## src/rtl/unidade_busca_pkg.sv

```systemverilog
// nRISC shared definitions: opcode encodings, instruction field layout and
// the fetch/sequencing state type.
package nrisc_pkg;

  localparam logic [2:0] OP_HALT    = 3'b000;
  localparam logic [2:0] OP_ADD_SUB = 3'b001;
  localparam logic [2:0] OP_LW_SW   = 3'b010;
  localparam logic [2:0] OP_J       = 3'b011;
  localparam logic [2:0] OP_LI      = 3'b100;
  localparam logic [2:0] OP_SLT_NOT = 3'b101;
  localparam logic [2:0] OP_BEQ     = 3'b110;

  // Opcode sits in the top bits of the instruction, funct in bit 0.
  localparam int unsigned LARGURA_OPCODE = 3;
  localparam int unsigned POS_FUNCT      = 0;
  localparam int unsigned LARGURA_CONT   = 16;

  typedef enum logic [1:0] {
    BUSCA,
    EXEC,
    PARADO
  } estado_busca_t;

endpackage

```

## src/rtl/unidade_busca_if.sv

```systemverilog
// Instruction-memory read channel: request/address out, data/valid back.
interface unidade_busca_if #(
  parameter int unsigned LARGURA_PC    = 8,
  parameter int unsigned LARGURA_INSTR = 8
);
  logic                     Mem_Req;
  logic [LARGURA_PC-1:0]    Mem_Addr;
  logic [LARGURA_INSTR-1:0] Mem_Dado;
  logic                     Mem_Valid;

  modport master (output Mem_Req, Mem_Addr, input Mem_Dado, Mem_Valid);
  modport slave  (input Mem_Req, Mem_Addr, output Mem_Dado, Mem_Valid);
endinterface

```

## src/rtl/unidade_busca_calc_prox_pc.sv

```systemverilog
// Next-PC selection: halt holds, taken jump/branch adds the offset to PC+1,
// otherwise sequential. All arithmetic wraps modulo 2^LARGURA_PC.
module calc_prox_pc #(
  parameter int unsigned LARGURA_PC = 8
) (
  input  logic [LARGURA_PC-1:0] pc,
  input  logic [LARGURA_PC-1:0] imm_desvio,
  input  logic                  branch,
  input  logic                  jump,
  input  logic                  halt,
  input  logic                  zero,
  output logic [LARGURA_PC-1:0] pc_prox
);
  localparam logic [LARGURA_PC-1:0] UM = LARGURA_PC'(1);

  always_comb begin
    pc_prox = pc + UM;
    if (halt)
      pc_prox = pc;
    else if (jump || (branch && zero))
      pc_prox = pc + UM + imm_desvio;
  end
endmodule

```

## src/rtl/unidade_busca.sv

```systemverilog
// nRISC instruction fetch/sequencing unit: fetches over the memory handshake,
// holds the instruction during execution and retires it into the next PC.
module unidade_busca
  import nrisc_pkg::*;
#(
  parameter int unsigned             LARGURA_PC    = 8,
  parameter int unsigned             LARGURA_INSTR = 8,
  parameter logic [LARGURA_PC-1:0]   PC_RESET      = '0
) (
  input  logic                      clk,
  input  logic                      rst,
  unidade_busca_if.master           mem,
  output logic [LARGURA_INSTR-1:0]  Instr,
  output logic [2:0]                Opcode,
  output logic                      Funct,
  output logic                      Instr_Valida,
  input  logic                      Exec_Pronto,
  input  logic                      Branch,
  input  logic                      Jump,
  input  logic                      Halt,
  input  logic                      Zero,
  input  logic [LARGURA_PC-1:0]     Imm_Desvio,
  output logic [LARGURA_PC-1:0]     PC,
  output logic                      Parado,
  output logic [LARGURA_CONT-1:0]   Contador_Instr
);

  estado_busca_t            estado, estado_prox;
  logic [LARGURA_PC-1:0]    pc_prox, pc_calc;
  logic [LARGURA_INSTR-1:0] instr_prox;
  logic [LARGURA_CONT-1:0]  cont_prox;

  calc_prox_pc #(.LARGURA_PC(LARGURA_PC)) u_calc_prox_pc (
    .pc         (PC),
    .imm_desvio (Imm_Desvio),
    .branch     (Branch),
    .jump       (Jump),
    .halt       (Halt),
    .zero       (Zero),
    .pc_prox    (pc_calc)
  );

  always_ff @(posedge clk) begin
    if (rst) begin
      estado         <= BUSCA;
      PC             <= PC_RESET;
      Instr          <= '0;
      Contador_Instr <= '0;
    end else begin
      estado         <= estado_prox;
      PC             <= pc_prox;
      Instr          <= instr_prox;
      Contador_Instr <= cont_prox;
    end
  end

  always_comb begin
    estado_prox = estado;
    pc_prox     = PC;
    instr_prox  = Instr;
    cont_prox   = Contador_Instr;
    case (estado)
      BUSCA: begin
        if (mem.Mem_Valid) begin
          instr_prox  = mem.Mem_Dado;
          estado_prox = EXEC;
        end
      end
      EXEC: begin
        if (Exec_Pronto) begin
          if (Contador_Instr != '1)
            cont_prox = Contador_Instr + LARGURA_CONT'(1);
          pc_prox     = pc_calc;
          estado_prox = Halt ? PARADO : BUSCA;
        end
      end
      PARADO: estado_prox = PARADO;
      default: estado_prox = BUSCA;
    endcase
  end

  // Request is gated by rst so it reads 0 while reset is held, even though
  // the state register already sits in BUSCA.
  assign mem.Mem_Req   = (estado == BUSCA) && !rst;
  assign mem.Mem_Addr  = PC;
  assign Instr_Valida  = (estado == EXEC);
  assign Parado        = (estado == PARADO);
  assign Opcode        = Instr[LARGURA_INSTR-1 -: LARGURA_OPCODE];
  assign Funct         = Instr[POS_FUNCT];

endmodule

```

## src/flat_wrapper.sv

```systemverilog
// flat-port wrapper written by rule: the top's interface ports become plain ports
module unidade_busca_flat import nrisc_pkg::*;
#(
  parameter int unsigned             LARGURA_PC    = 8,
  parameter int unsigned             LARGURA_INSTR = 8,
  parameter logic [LARGURA_PC-1:0]   PC_RESET      = '0
)
  (clk, rst, Instr, Opcode, Funct, Instr_Valida, Exec_Pronto, Branch, Jump, Halt, Zero, Imm_Desvio, PC, Parado, Contador_Instr, mem_Mem_Req, mem_Mem_Addr, mem_Mem_Dado, mem_Mem_Valid);
  unidade_busca_if #(.LARGURA_PC(LARGURA_PC), .LARGURA_INSTR(LARGURA_INSTR)) mem_i ();
  input  logic clk;
  input  logic rst;
  output logic [LARGURA_INSTR-1:0] Instr;
  output logic [2:0] Opcode;
  output logic Funct;
  output logic Instr_Valida;
  input  logic Exec_Pronto;
  input  logic Branch;
  input  logic Jump;
  input  logic Halt;
  input  logic Zero;
  input  logic [LARGURA_PC-1:0] Imm_Desvio;
  output logic [LARGURA_PC-1:0] PC;
  output logic Parado;
  output logic [LARGURA_CONT-1:0] Contador_Instr;
  output wire logic [$bits(mem_i.Mem_Req)-1:0] mem_Mem_Req;
  output wire logic [$bits(mem_i.Mem_Addr)-1:0] mem_Mem_Addr;
  input wire logic [$bits(mem_i.Mem_Dado)-1:0] mem_Mem_Dado;
  input wire logic [$bits(mem_i.Mem_Valid)-1:0] mem_Mem_Valid;
  assign mem_Mem_Req = mem_i.Mem_Req;
  assign mem_Mem_Addr = mem_i.Mem_Addr;
  assign mem_i.Mem_Dado = mem_Mem_Dado;
  assign mem_i.Mem_Valid = mem_Mem_Valid;
  unidade_busca #(.LARGURA_PC(LARGURA_PC), .LARGURA_INSTR(LARGURA_INSTR), .PC_RESET(PC_RESET)) u_core (.clk(clk), .rst(rst), .mem(mem_i), .Instr(Instr), .Opcode(Opcode), .Funct(Funct), .Instr_Valida(Instr_Valida), .Exec_Pronto(Exec_Pronto), .Branch(Branch), .Jump(Jump), .Halt(Halt), .Zero(Zero), .Imm_Desvio(Imm_Desvio), .PC(PC), .Parado(Parado), .Contador_Instr(Contador_Instr));
endmodule
```

## config.mk

```make
export PLATFORM = sky130hd
export DESIGN_NAME = unidade_busca_flat
export DESIGN_NICKNAME = d
export VERILOG_FILES = /design/src/rtl/unidade_busca_pkg.sv /design/src/rtl/unidade_busca_if.sv /design/src/rtl/unidade_busca_calc_prox_pc.sv /design/src/rtl/unidade_busca.sv /design/src/flat_wrapper.sv
export SDC_FILE = /design/constraint.sdc
export NUM_CORES = 1
export LEC_CHECK = 0
export BUFFER_PORTS_ARGS = -buffer_cell sky130_fd_sc_hd__buf_2
export CAP_MARGIN = 40
export CORE_UTILIZATION = 32
export CTS_CLUSTER_DIAMETER = 100
export CTS_CLUSTER_SIZE = 25
export DETAILED_ROUTE_END_ITERATION = 8
export SYNTH_ARGS = -nofsm -noshare
export SYNTH_HDL_FRONTEND = slang
export SYNTH_SLANG_ARGS = --single-unit
```

## constraint.sdc

```tcl
create_clock -name clk -period 2.4 [get_ports clk]
set_input_delay 0.12 -clock clk [delete_from_list [all_inputs] [get_ports clk]]
set_output_delay 0.12 -clock clk [all_outputs]
set_load 0.02 [all_outputs]
```

After elaboration in Yosys (flattened, before gate mapping) --
Cells that the tools add are included.
Operators by class: add/subtract/negate cells 3, reductions and logical operators 9, mux-type cells 5, bitwise operators 1, equality and inequality tests 5
Operator list (count):
- $add A16 B1 Y16 const B | 1
- $ne A16 B16 Y1 const B | 1
- $add A8 B1 Y8 const B | 1
- $add A8 B8 Y8 | 1
- $mux W8 | 1
- $mux W2 | 3
- $pmux W2 S3 | 1
- $reduce_and A3 Y1 | 2
- $reduce_and A2 Y1 | 2
- $eq A2 B1 Y1 const B | 1
- $eq A2 B2 Y1 const B | 1
- $logic_and A1 B1 Y1 | 2
- $logic_not A2 Y1 | 1
- $ne A2 B1 Y1 const B | 1
- $ne A2 B2 Y1 const B | 1
- $logic_not A1 Y1 | 1
- $logic_or A1 B1 Y1 | 1
- $not A1 Y1 | 1
Word-level totals: logic and storage cells 27, output and inout port bits 47, input port bits 24, flip-flop bits (word level) 34

Longest topological paths before layout --
word-level depth 3, gate-level depth with buffers 10, gate-level depth less buffers 10

By module --
A second synthesis with hierarchy kept.
Unflattened totals: cells, all modules 284, area, all modules 2194.6 um2
Modules (own cells, without submodules):
- unidade_busca | seq. area each 680.7 um2, cells each 189, area each 1521.5 um2, times used 1
- calc_prox_pc | seq. area each 0.0 um2, cells each 95, area each 673.1 um2, times used 1

Worst setup path before layout --
Ideal clock, no wire load.
path type reg2reg, start point register u_core.PC[1], end point register u_core.PC[7], buffers on the path 0, library setup time 0.133 ns, arrival 2.465 ns, required time 2.267 ns, setup slack -0.198 ns, cell stages (with the launch flop) 11, clock period less this slack 2.598 ns, cell sequence dfxtp_1 -> ha_1 -> and3_1 -> nand3_1 -> xnor2_1 -> ha_1 -> a2111oi_2 -> o21ai_1 -> a221oi_2 -> o21bai_1 -> o2111ai_1
Between the ends: longest elaborated chain between the ends 3
Ends and longest elaborated chain:
- start: declaration | RTL line unidade_busca.sv:23 | output logic [LARGURA_PC-1:0] PC,
- start signal: assignment | RTL line unidade_busca.sv:51 | PC <= pc_prox;
- $add A8 B1 Y8 * | RTL line unidade_busca_calc_prox_pc.sv:17, unidade_busca_calc_prox_pc.sv:21
- $add A8 B8 Y8 | RTL line unidade_busca_calc_prox_pc.sv:21 | pc_prox = pc + UM + imm_desvio;
- $mux W8 * | RTL line unidade_busca_calc_prox_pc.sv:20 | else if (jump || (branch && zero))
Mark *: on every way between the ends. The rest lies on a longest branch, timed or not. A chain may end at the register's enable or synchronous reset.

Worst setup path after layout --
Same ends and word-level chain as after synthesis.

==> impl_metrics.yaml <==
run_status:
  status: "finished with violations"
  violations: "design-rule violations"
worst_setup_path:
  r2r_cells: 11
  cp.arrival_ps: 2450
  worst_setup_path_end_kind: "flop"
  crit_type: "reg2reg"
  cp_max_fo: 4
  cp-start-kind: "flop"
  crit_required_ps: 2550
run:
  drv_cap: 0
sta:
  timing.fmax_mhz: 435
  rsz0062_at_grt: "true"
  drv_slew: 0
  min_period_ps: 2300
  worstMarginPinSlew_ps: 729
  fin_crit_sh_pct: 95.8
  skew_ps: 3.75
  setup_viol: 0
  timing.max_slew.rel_slack_pct: 51.4
  finalHoldViolations: 0
cells_and_area:
  final_core_util_pct: 42.9
  final_cell_count_no_fill: 401
  nets: 358
  area_delta_synth_final_pct: 27.6
  multi_input_area_um2: 1430
  final-seq-area_um2: 691
  fillCellCount: 686
  drive_above_1_share_pct: 37.0
  antenna_cells: 0
floorplan:
  io_pins: 71
  rows: 29
  start_util_pct: 33.6
  fp.dieArea_um2: 7120
  die_w_um: 84.4
  die_h_um: 84.4
  core_um2: 6460
grt:
  grt_pass1_vias: 1905
  grt_max_degree: 28
  grt_pass1_wl_mm: 8.88
  overflow: 0
  grt_antenna_before_repair: 0
  grt_util_all_layers_pct: 15.6
clock_network:
  cts_root_buf: "clkbuf_8"
  clock_latency_ps: 280
  path_clk_slew_ps: 70
  cts.htree.levels: 2
  cts_inserted_buffers: 5
  cts_tree: "yes"
  cts.sinks: 34
  clk_path_buf_depth: 2
  hold_buffers: 0
detailed_routing:
  wl_mm: 5.33
  wl_per_cell_um: 13.3
  vias: 2068
  antenna_left: 0
  drtIter0Drc: 61
  via_per_inst: 5.16
  drcViolationCount: 4
  drtPass1Iterations: 8
yosys:
  syn_avg_cell_area_um2: 8.55
  synth_ff_type: "dfxtp_1"
  syn_inst: 254
  ys_ff_latch: 34
  synth-async-reset-ratio_pct: 0
  synth_cell_type_count: 59
  syn-cell-area_um2: 2170
  synth-edff-count: 0
  syn_nets: 289
  ys_seq_area_share_pct: 31.4
  yosysWarnings: 0
placed_design:
  routabilityCongestion: 0.979
  place_hpwl_mm: 4.09
  numPortBuffers: 70
  dpl.cell_count: 392
hold_path:
  hold_depth: 3
  hp-class: "in2reg"
pwr:
  finalPower_mw: 1.37
  irDropWorstVdd_uv: 285
  p_leak_nw: 1.25
  powerDensity_nw_per_um2: 494
[critical path, stage by stage, from the launching register on]
cell,delay (ps)
dfxtp_4,360
ha_4,130
and3_4,190
nand3_4,100
xnor2_4,200
ha_4,250
buf_6,120
o211a_1,120
o21a_1,190
a221oi_2,260
o21bai_1,140
o2111ai_1,100
[placed cells by master (no fill, tap or decap), types with 7 or more instances in the layout]
cell type   n
ha_1        7
dfxtp_1    30
buf_2      70
a21oi_1    19
nand2_1    26
clkbuf_8    8
buf_4      10
nor2_1     25
o21ai_0     7
xor2_1     16
[registers in the layout, summed over array words and instances, names as in the netlist]
register	cells
u_core.Contador_Instr	16
u_core.PC	8
u_core.estado	2
u_core.Instr	8
[kinds of logic after synthesis]
group,count (synthesis),share of synthesized area [%]
adders and majority gates,11,6.69
AOI/OAI and AO/OA,59,18.4
and+or+nand+nor,108,28.1
muxes,1,0.461
xor gates and xnor gates,21,8.47
buffers and inverters,20,6.51
DFF,34,31.4
[final timing paths]
check / slack, ps / to / from
hold / removal: 70 / u_core.Instr[4]$_SDFFE_PP0P_ / mem_Mem_Dado[4]
setup reg to reg: 100 / u_core.PC[7]$_SDFFE_PP0P_ / u_core.PC[1]$_SDFFE_PP0P_
setup / recovery: 100 / u_core.PC[7]$_SDFFE_PP0P_ / u_core.PC[1]$_SDFFE_PP0P_
hold reg to reg: 460 / u_core.Instr[4]$_SDFFE_PP0P_ / u_core.Instr[4]$_SDFFE_PP0P_
[stage by stage]
step | hold WS, ps | worst slack [ps] | setup TNS (ps) | instance area [um^2]
after floorplan | 253 | 10.2 | 0 | 2190
after global placement | 362 | 32.8 | 0 | 2580
after detailed placement | 368 | -59.5 | -59.5 | 2580
after CTS | 53.0 | 11.6 | 0 | 2740
after global routing | 58.3 | -39.9 | -39.9 | 2770
final | 67.3 | 102 | 0 | 2770
[synthesized netlist by cell type (5+ instances only)]
cell type,instances,share of area [%]
buf_4,12,4.2
nand2_1,26,4.5
o21ai_0,7,1.6
nor2_1,25,4.3
o2111ai_1,6,2.4
ha_1,10,5.8
dfxtp_1,34,31
a211oi_1,5,1.7
xor2_1,16,6.5
xnor2_1,5,2.0
nand3_1,7,1.6
a21oi_1,19,4.4
nand4_1,5,1.4
nor3_1,6,1.4
[where the power goes]
group	internal, mW	switching [mW]
clock network	0.290	0.201
logic	0.111	0.161
registers	0.584	0.0218
total	0.985	0.383
[area by class of cell]
type | instances | share of cell area (%)
Multi-Input combinational cell | 200 | 51.7
Sequential cell | 34 | 24.9
Timing Repair Buffer | 81 | 15.8
Clock buffer | 8 | 3.97
Tap cell | 77 | 3.48
Inverter | 1 | 0.136
[repair_timing]
item	CTS	global route
buffers inserted	1	0
endpoints found under the setup margin	1	1
pin swaps	4	8
endpoints found under the hold margin	0	0
gates resized for setup	5	6
[per-layer routing]
metal  vias to the layer above  GRT usage, %  share of wire, %
met2                        53          24.1                45
met1                       962          20.8                49
li1                       1044             -                 -
met5                         -             0                 0
met3                         9          4.23               4.7
met4                         0          6.01               1.7
Note: power is estimated with default switching activity, not from simulation.
